**src/rtl/semaforo_timer_car_if.sv**
```systemverilog
// Link between the traffic-light FSM and its timer/car companion.
// The FSM (master) drives the three light feedback lines and consumes the
// CAR request and TIMEOUT; the timer (slave) does the opposite.
interface semaforo_timer_car_if;
  logic GRN;
  logic YLW;
  logic RED;
  logic CAR;
  logic TIMEOUT;

  modport master (
    output GRN,
    output YLW,
    output RED,
    input  CAR,
    input  TIMEOUT
  );

  modport slave (
    input  GRN,
    input  YLW,
    input  RED,
    output CAR,
    output TIMEOUT
  );
endinterface

```
**src/rtl/semaforo_timer_car.sv**
```systemverilog
// Upstream companion of the traffic-light FSM.
// Conditions the raw car sensor (2-FF synchronizer, debounce, request latch),
// measures the age of the current light phase from the light feedback,
// raises TIMEOUT after a fixed red time, releases CAR only after a minimum
// green time and flags illegal light combinations with a sticky ERR.
module semaforo_timer_car #(
  parameter int W        = 8,
  parameter int RED_TIME = 20,
  parameter int MIN_GRN  = 10,
  parameter int DEB      = 3
) (
  input  logic                    clk,
  input  logic                    res,
  semaforo_timer_car_if.slave     fsm,
  input  logic                    CAR_RAW,
  output logic [W-1:0]            AGE,
  output logic                    ERR
);

  // Thresholds are compared against AGE / the debounce count, so they are
  // expressed as "last cycle index before the event" in W bits.
  localparam logic [W-1:0] L_DEB_LAST = W'(DEB - 1);
  localparam logic [W-1:0] L_RED_LAST = W'(RED_TIME - 1);
  localparam logic [W-1:0] L_GRN_LAST = W'(MIN_GRN - 1);

  logic         r_sync1;
  logic         r_sync2;
  logic [W-1:0] r_debCnt;
  logic         r_req;
  logic [2:0]   r_prevLights;
  logic [W-1:0] r_cnt;
  logic         r_err;
  logic         r_armed;

  logic [2:0]   w_lights;
  logic         w_change;
  logic         w_debDone;
  logic         w_oneHot;
  logic [W-1:0] w_age;

  assign w_lights  = {fsm.RED, fsm.YLW, fsm.GRN};
  assign w_change  = (w_lights != r_prevLights);
  assign w_debDone = r_sync2 && (r_debCnt == L_DEB_LAST);
  assign w_oneHot  = (w_lights == 3'b001) || (w_lights == 3'b010) || (w_lights == 3'b100);
  assign w_age     = w_change ? '0 : r_cnt;

  assign AGE         = w_age;
  assign ERR         = r_err;
  assign fsm.TIMEOUT = fsm.RED && (w_age >= L_RED_LAST);
  assign fsm.CAR     = fsm.GRN && r_req && (w_age >= L_GRN_LAST);

  // Two-flop synchronizer bringing the asynchronous sensor into the clock domain.
  always_ff @(posedge clk or negedge res) begin
    if (!res) begin
      r_sync1 <= 1'b0;
      r_sync2 <= 1'b0;
    end else begin
      r_sync1 <= CAR_RAW;
      r_sync2 <= r_sync1;
    end
  end

  // Debounce: count consecutive synced-high cycles, saturating so a sensor held
  // high never re-reaches the accept point and cannot re-trigger a request.
  always_ff @(posedge clk or negedge res) begin
    if (!res) begin
      r_debCnt <= '0;
    end else if (!r_sync2) begin
      r_debCnt <= '0;
    end else if (r_debCnt != '1) begin
      r_debCnt <= r_debCnt + W'(1);
    end
  end

  // Request latch: red means the car is being served, and clearing wins over a
  // debounce completion on the same edge.
  always_ff @(posedge clk or negedge res) begin
    if (!res) begin
      r_req <= 1'b0;
    end else if (fsm.RED) begin
      r_req <= 1'b0;
    end else if (w_debDone) begin
      r_req <= 1'b1;
    end
  end

  // Phase age: restart at 1 on any light change (the change cycle itself shows
  // AGE 0), otherwise count up and hold at all-ones instead of wrapping.
  always_ff @(posedge clk or negedge res) begin
    if (!res) begin
      r_prevLights <= 3'b000;
      r_cnt        <= '0;
    end else begin
      r_prevLights <= w_lights;
      if (w_change) begin
        r_cnt <= W'(1);
      end else if (r_cnt != '1) begin
        r_cnt <= r_cnt + W'(1);
      end
    end
  end

  // Sticky illegal-lights flag; only the first edge after reset may see all
  // lights off, giving the FSM one cycle to come up.
  always_ff @(posedge clk or negedge res) begin
    if (!res) begin
      r_err   <= 1'b0;
      r_armed <= 1'b0;
    end else begin
      r_armed <= 1'b1;
      if (!w_oneHot && !(!r_armed && (w_lights == 3'b000))) begin
        r_err <= 1'b1;
      end
    end
  end

endmodule

```
**src/flat_wrapper.sv**
```systemverilog
// flat-port wrapper written by rule: the top's interface ports become plain ports
module semaforo_timer_car_flat 
#(
  parameter int W        = 8,
  parameter int RED_TIME = 20,
  parameter int MIN_GRN  = 10,
  parameter int DEB      = 3
)
  (clk, res, CAR_RAW, AGE, ERR, fsm_GRN, fsm_YLW, fsm_RED, fsm_CAR, fsm_TIMEOUT);
  semaforo_timer_car_if fsm_i ();
  input  logic clk;
  input  logic res;
  input  logic CAR_RAW;
  output logic [W-1:0] AGE;
  output logic ERR;
  input wire logic [$bits(fsm_i.GRN)-1:0] fsm_GRN;
  input wire logic [$bits(fsm_i.YLW)-1:0] fsm_YLW;
  input wire logic [$bits(fsm_i.RED)-1:0] fsm_RED;
  output wire logic [$bits(fsm_i.CAR)-1:0] fsm_CAR;
  output wire logic [$bits(fsm_i.TIMEOUT)-1:0] fsm_TIMEOUT;
  assign fsm_i.GRN = fsm_GRN;
  assign fsm_i.YLW = fsm_YLW;
  assign fsm_i.RED = fsm_RED;
  assign fsm_CAR = fsm_i.CAR;
  assign fsm_TIMEOUT = fsm_i.TIMEOUT;
  semaforo_timer_car #(.W(W), .RED_TIME(RED_TIME), .MIN_GRN(MIN_GRN), .DEB(DEB)) u_core (.clk(clk), .res(res), .fsm(fsm_i), .CAR_RAW(CAR_RAW), .AGE(AGE), .ERR(ERR));
endmodule
```
**config.mk**
```make
export PLATFORM = sky130hd
export DESIGN_NAME = semaforo_timer_car_flat
export DESIGN_NICKNAME = d
export VERILOG_FILES = /design/src/rtl/semaforo_timer_car_if.sv /design/src/rtl/semaforo_timer_car.sv /design/src/flat_wrapper.sv
export SDC_FILE = /design/constraint.sdc
export NUM_CORES = 1
export LEC_CHECK = 0
export ABC_AREA = 1
export BUFFER_PORTS_ARGS = -buffer_cell sky130_fd_sc_hd__buf_4
export CORE_AREA = 3 3 59 61
export CTS_CLUSTER_DIAMETER = 200
export CTS_CLUSTER_SIZE = 28
export DETAILED_ROUTE_END_ITERATION = 10
export DIE_AREA = 0 0 62 64
export PLACE_DENSITY = 0.65
export SLEW_MARGIN = 25
export SYNTH_ARGS = -nofsm -noshare
export SYNTH_HDL_FRONTEND = slang
export SYNTH_SLANG_ARGS = --single-unit
```
**constraint.sdc**
```tcl
create_clock -name clk -period 1.63 [get_ports clk]
set_input_delay 0.326 -clock clk [delete_from_list [all_inputs] [get_ports clk]]
set_output_delay 0.326 -clock clk [all_outputs]
set_load 0.02 [all_outputs]
```
## Yosys cells after proc, flatten, opt, wreduce, memory -nomap -nowiden

Index checks and enable logic that the tools add are counted.

- Register bits after elaboration: 24
- Input port bits: 6
- Output and inout port bits: 11
- Word-level logic and storage cells: 41

- Add/subtract/negate cells: 2
- $lt $le $gt $ge: 2
- Equality and inequality tests: 8
- Muxes and demuxes: 7
- Reductions and logical operators: 14

Operators by type and width:

| cell | number |
|---|---|
| 2-to-1 mux 8 bit | 5 |
| adder 8 x 1 -> 8 bit, second input constant | 2 |
| != test 8 bit, second input constant | 2 |
| equality test 8 x 2 -> 1 bit, second input constant | 1 |
| greater-or-equal comparator 8 x 4 -> 1 bit, second input constant | 1 |
| greater-or-equal comparator 8 x 5 -> 1 bit, second input constant | 1 |
| logical AND 1 bit | 6 |
| nonzero test 2 bit | 2 |
| equality test 3 x 1 -> 1 bit, second input constant | 1 |
| equality test 3 x 2 -> 1 bit, second input constant | 1 |
| equality test 3 bit, second input constant | 1 |
| zero test 1 bit | 3 |
| zero test 3 bit | 1 |
| != test 3 bit | 1 |
| logical OR 1 bit | 2 |
| 2-to-1 mux 1 bit | 2 |
| != test 2 bit, second input constant | 1 |

## Longest topological paths before layout

- Depth in word-level cells: 5
- Depth in mapped cells: 10
- Mapped depth without buffers: 9

## Worst setup path after synthesis

No wires, ideal clock.

- Path type: register -> output
- From: register u_core.r_prevLights[2]
- To: output port fsm_TIMEOUT
- Data arrival time: 1,451 ps
- Required time: 1,304 ps
- Path slack: -147 ps
- Cell stages (with the launch flop): 9
- Path buffers: 1
- Cell sequence: dfrtp_1 inv_1 nand2_1 nand2_4 nand3_2 buf_6 nor2_2 nor2_1 a21oi_1

- Cells in the longest elaborated chain, start to end: 4

Ends and longest elaborated chain:

| item | RTL line | text |
|---|---|---|
| from (decl) | semaforo_timer_car.sv:30 | `logic [2:0] r_prevLights;` |
| from (signal assigned) | semaforo_timer_car.sv:94 | `r_prevLights <= w_lights;` |
| != test 3 bit | semaforo_timer_car.sv:42 | `assign w_change = (w_lights != r_prevLights);` |
| 2-to-1 mux 8 bit | semaforo_timer_car.sv:45 | `assign w_age = w_change ? '0 : r_cnt;` |
| named net AGE[5] | flat_wrapper.sv:14 | `output logic [W-1:0] AGE;` |
| greater-or-equal comparator 8 x 5 -> 1 bit | semaforo_timer_car.sv:49 | `assign fsm.TIMEOUT = fsm.RED && (w_age >= L_RED_LAST);` |
| logical AND 1 bit | semaforo_timer_car.sv:49 |  |
| to (decl) | flat_wrapper.sv:20 | `output wire logic [$bits(fsm_i.TIMEOUT)-1:0] fsm_TIMEOUT;` |

The timed path passes the listed nets, and every way through them passes these cells.

## Final worst setup path

- From: register u_core.r_prevLights[0]
- To: output port fsm_TIMEOUT

- Cells in the longest elaborated chain, start to end: 4

Ends and longest elaborated chain:

| item | RTL line |
|---|---|
| != test 3 bit | semaforo_timer_car.sv:42 |
| 2-to-1 mux 8 bit | semaforo_timer_car.sv:45 |
| greater-or-equal comparator 8 x 5 -> 1 bit | semaforo_timer_car.sv:49 |
| logical AND 1 bit | semaforo_timer_car.sv:49 |

Every way passes these cells.

==> impl_results.html <==
<table>
<tr><th>Metric</th><th>Value</th></tr>
<tr><th colspan="2">Status</th></tr>
<tr><td>Status</td><td>complete, but fails checks</td></tr>
<tr><td>Violations in the final reports</td><td>negative setup slack</td></tr>
<tr><th colspan="2">Routing</th></tr>
<tr><td>DRC Markers</td><td>0</td></tr>
<tr><td>Via density per instance</td><td>around 5.0</td></tr>
<tr><td>Antenna violation net count after detailed routing</td><td>0</td></tr>
<tr><td>Average wire per cell in the routed design</td><td>12.5 um</td></tr>
<tr><td>Final routed wirelength across all metal layers</td><td>3.03 mm</td></tr>
<tr><td>Initial DRT Pass Iterations</td><td>4</td></tr>
<tr><td>DR iter-0 viols</td><td>31</td></tr>
<tr><td>Detailed-route via count</td><td>1210</td></tr>
<tr><th colspan="2">Finish</th></tr>
<tr><td>Final net count</td><td>208</td></tr>
<tr><td>Post-route non-filler standard cell count</td><td>242</td></tr>
<tr><td>Layout cells sized above 1</td><td>0.399</td></tr>
<tr><td>Commonest cells after routing, fill and taps aside</td><td>sky130_fd_sc_hd__nand2_1, sky130_fd_sc_hd__dfrtp_1, sky130_fd_sc_hd__buf_4</td></tr>
<tr><td>Leading cell type in the layout, fill and taps excluded</td><td>sky130_fd_sc_hd__nand2_1</td></tr>
<tr><td>Post-layout utilization of the core</td><td>0.602</td></tr>
<tr><td>Post-synthesis to final-layout area growth</td><td>38.0%</td></tr>
<tr><td>Ant. Diodes</td><td>0</td></tr>
<tr><th colspan="2">Global routing</th></tr>
<tr><td>Antenna violations before repair</td><td>0</td></tr>
<tr><td>Tot GR Track Use</td><td>0.155</td></tr>
<tr><td>Global route overflow</td><td>0</td></tr>
<tr><td>Via count of the first global-routing pass</td><td>1157</td></tr>
<tr><td>Pin count of the biggest net entering global routing</td><td>25</td></tr>
<tr><td>Global-route wire length before repair</td><td>4.79 mm</td></tr>
<tr><th colspan="2">Yosys</th></tr>
<tr><td>Avg Synthesized Cell Area</td><td>between 8 and 9 um2</td></tr>
<tr><td>Sequential area share after synthesis</td><td>0.455</td></tr>
<tr><td>Multiplexer fraction of the synthesized cell area</td><td>0</td></tr>
<tr><td>Cells after synthesis</td><td>161</td></tr>
<tr><td>Mapped Nets</td><td>170</td></tr>
<tr><td>Count of flip-flops with a built-in enable after synthesis</td><td>0</td></tr>
<tr><td>Post-Syn Area</td><td>around 0.0013 mm2</td></tr>
<tr><td>Total of flip-flops plus latches after synthesis</td><td>24</td></tr>
<tr><td>XOR/XNOR Fraction of Synth Area</td><td>0.0133</td></tr>
<tr><td>Leading register cell type out of synthesis</td><td>sky130_fd_sc_hd__dfrtp_1</td></tr>
<tr><td>Synth Area in Simple Gates</td><td>0.276</td></tr>
<tr><td>Post-Synth Adder-Cell Area</td><td>0.0284</td></tr>
<tr><td>Number of distinct standard cells referenced by the synthesized netlist</td><td>30</td></tr>
<tr><td>Combinational family with the most area after synthesis</td><td>simple AND/OR/NAND/NOR gates</td></tr>
<tr><td>Compound-cell area share of the yosys netlist</td><td>0.142</td></tr>
<tr><td>Synth warn</td><td>0</td></tr>
<tr><td>Post-synth ARST share</td><td>1.00</td></tr>
<tr><th colspan="2">CTS</th></tr>
<tr><td>Number of sinks handled by clock tree synthesis</td><td>24</td></tr>
<tr><td>Clock H-tree levels</td><td>1</td></tr>
<tr><td>Clock tree from TritonCTS</td><td>built</td></tr>
<tr><td>Total clock buffers created by CTS</td><td>3</td></tr>
<tr><td>Clock insertion delay at the later pin of the skew report</td><td>310 ps</td></tr>
<tr><td>CTS root buffer</td><td>sky130_fd_sc_hd__clkbuf_4</td></tr>
<tr><td>Number of buffers between clock root and the deepest sink</td><td>2</td></tr>
<tr><td>Register clock-pin slew on the reported worst setup and hold paths</td><td>130 ps</td></tr>
<tr><th colspan="2">Placement</th></tr>
<tr><td>Dpl cells</td><td>230</td></tr>
<tr><td>DP Wirelength</td><td>2.05 mm</td></tr>
<tr><td>Buffers added on ports</td><td>16</td></tr>
<tr><td>Weighted congestion reported at the end of routability-driven placement</td><td>0.858</td></tr>
<tr><th colspan="2">Floorplan</th></tr>
<tr><td>Ports placed on the boundary</td><td>17</td></tr>
<tr><td>Starting Density</td><td>0.436</td></tr>
<tr><td>Area inside the core boundary</td><td>0.00303 mm2</td></tr>
<tr><td>Vertical die dimension</td><td>64 um</td></tr>
<tr><td>Count of standard-cell rows</td><td>20</td></tr>
<tr><td>Area of the die</td><td>0.00397 mm2</td></tr>
<tr><td>Horizontal die dimension</td><td>~62 um</td></tr>
<tr><th colspan="2">Worst setup path</th></tr>
<tr><td>Most repeated library cell on the critical path</td><td>sky130_fd_sc_hd__a21oi_2</td></tr>
<tr><td>Data required, critical path</td><td>1300 ps</td></tr>
<tr><td>Slowest stage cell on the critical path</td><td>sky130_fd_sc_hd__dfrtp_1</td></tr>
<tr><td>Launching element type of the critical path</td><td>register</td></tr>
<tr><td>Startpoint of the worst setup timing path</td><td>u_core.r_prevLights[0]$_DFF_PN0_</td></tr>
<tr><td>Maximum fanout along the worst path</td><td>5</td></tr>
<tr><td>Category of the most critical setup path</td><td>register to output pin</td></tr>
<tr><td>CP max stage delay</td><td>380 ps</td></tr>
<tr><td>Critical-path cell list</td><td>inv_1 &gt; nand2_1 &gt; nand2_2 &gt; inv_2 &gt; nand3_4 &gt; a21oi_2 &gt; nor2_1 &gt; a21oi_2 &gt; buf_6</td></tr>
<tr><td>Endpoint type of the worst setup path</td><td>output pin</td></tr>
<tr><td>Data arrival time at the worst-slack endpoint</td><td>1570 ps</td></tr>
<tr><td>R2r startpoint</td><td>u_core.r_cnt[0]$_DFFE_PN0P_</td></tr>
<tr><th colspan="2">Power</th></tr>
<tr><td>Static leakage</td><td>0.801 nW</td></tr>
<tr><td>Worst IR drop on VDD</td><td>roughly 0.33 mV</td></tr>
<tr><td>Power per unit of standard cell area</td><td>603 mW/mm2</td></tr>
<tr><td>Tot Pwr</td><td>1.10 mW</td></tr>
<tr><th colspan="2">Hold path</th></tr>
<tr><td>Worst hold path type</td><td>input pin to register</td></tr>
<tr><td>Hold_sp</td><td>CAR_RAW</td></tr>
<tr><th colspan="2">STA</th></tr>
<tr><td>Number of max-slew violations in the final report</td><td>0</td></tr>
<tr><td>Number of failing setup endpoints in the final timing report</td><td>10</td></tr>
<tr><td>Max Clk Rate</td><td>0.526 GHz</td></tr>
<tr><td>Unrepaired setup endpoints after global routing</td><td>true</td></tr>
<tr><td>Final cycle utilization of the critical path</td><td>1.17</td></tr>
<tr><td>Crit path time final</td><td>1900 ps</td></tr>
<tr><td>Final worst slack</td><td>-271 ps</td></tr>
<tr><td>Final Hold Violating Endpoints</td><td>0</td></tr>
<tr><td>Worst setup skew after layout</td><td>just over 4 ps</td></tr>
<tr><th colspan="2">Job</th></tr>
<tr><td>Max-cap violations</td><td>0</td></tr>
</table>
## registers in the layout, indices dropped and copies added, names as in the netlist
name                 flops
u_core.r_sync1           1
u_core.r_debCnt          8
u_core.r_cnt             8
u_core.r_prevLights      3
u_core.r_sync2           1
u_core.ERR               1
u_core.r_req             1
u_core.r_armed           1
## synth_stat cells (2+ instances only)
master | count | area, um2
sky130_fd_sc_hd__nand2_1 | 27 | 101
sky130_fd_sc_hd__dfrtp_1 | 24 | 601
sky130_fd_sc_hd__inv_1 | 17 | 63.8
sky130_fd_sc_hd__nor2_1 | 14 | 52.6
sky130_fd_sc_hd__nand3_1 | 13 | 65.1
sky130_fd_sc_hd__o21ai_0 | 10 | 50.1
sky130_fd_sc_hd__inv_2 | 8 | 30.0
sky130_fd_sc_hd__a21oi_1 | 7 | 35.0
sky130_fd_sc_hd__a31oi_1 | 4 | 25.0
sky130_fd_sc_hd__nand4_1 | 4 | 25.0
sky130_fd_sc_hd__nor2_2 | 4 | 25.0
sky130_fd_sc_hd__ha_1 | 3 | 37.5
sky130_fd_sc_hd__nand2_2 | 3 | 18.8
sky130_fd_sc_hd__o211ai_1 | 3 | 22.5
sky130_fd_sc_hd__nand3_2 | 2 | 20.0
sky130_fd_sc_hd__o21ai_1 | 2 | 10.0
sky130_fd_sc_hd__o31ai_1 | 2 | 15.0
sky130_fd_sc_hd__xor2_1 | 2 | 17.5
## final timing paths
check | slack, ps | to | cells after the start
max | -270 | fsm_TIMEOUT | 9
min | 110 | u_core.r_sync1$_DFF_PN0_ | 1
max reg2reg | 90 | u_core.r_cnt[0]$_DFFE_PN0P_ | 7
min reg2reg | 370 | u_core.r_sync2$_DFF_PN0_ | 0
max in group asynchronous | 940 | u_core.r_cnt[0]$_DFFE_PN0P_ | 2
min in group asynchronous | 440 | u_core.r_prevLights[0]$_DFF_PN0_ | 2
## power breakdown
part | internal (mW) | total (mW) | switching, mW
Clock | 0.136 | 0.312 | 0.175
Sequential | 0.613 | 0.632 | 0.0188
Combinational | 0.0685 | 0.155 | 0.0867
## critical path: cells and delay by family (launching register included)
kind | cells | cell delay (ps)
AO/OA/AOI/OAI | 2 | 290
buffers and inverters | 3 | 280
flip-flops | 1 | 380
AND/OR/NAND/NOR | 4 | 330
## stage by stage
step / hold WS, ps / cell area, um2 / setup TNS, ps / worst slack [ps]
5_1_grt: 84.8 / 1820 / -2720 / -410
2_1_floorplan: 30.4 / 1330 / 0 / 48.5
3_3_place_gp: 239 / 1580 / -18.7 / -18.7
4_1_cts: 102 / 1730 / -1610 / -280
6_report: 111 / 1820 / -1580 / -271
3_5_place_dp: 241 / 1580 / -53.1 / -39.7
## timing repair
action | 4_1_cts | 5_1_grt
resized for setup | 25 | 15
pin swaps | 4 | 3
hold buffers | 1 | 0
endpoints found under the setup margin | 10 | 14
hold endpoints to repair | 24 | 0
setup buffers | 2 | 5
## cells by family after synthesis
| logic type | count (synthesis) |
|---|---|
| buffers and inverters | 27 |
| AOI/OAI and AO/OA | 32 |
| xor gates and xnor gates | 2 |
| DFF | 24 |
| adders and majority gates | 3 |
| and+or+nand+nor | 72 |
| other | 1 |
## layout make-up
| class | instances | area, um2 |
|---|---|---|
| Timing Repair Buffer | 35 | 314 |
| Inverter | 25 | 96.3 |
| Multi-Input combinational cell | 110 | 717 |
| Sequential cell | 24 | 603 |
| Tap cell | 44 | 55.1 |
| Fill cell | 260 | 1210 |
| Clock buffer | 4 | 36.3 |
## layer usage
layer	GRT usage	vias up	part of all wire	wire [um]
met4	0.0584	0	0.015	45
li1	-	607	-	-
met2	0.258	24	0.53	1590
met3	0.0263	6	0.030	90
met1	0.195	573	0.43	1300
met5	0	-	0	0
Note: power is estimated with default switching activity, not from simulation.
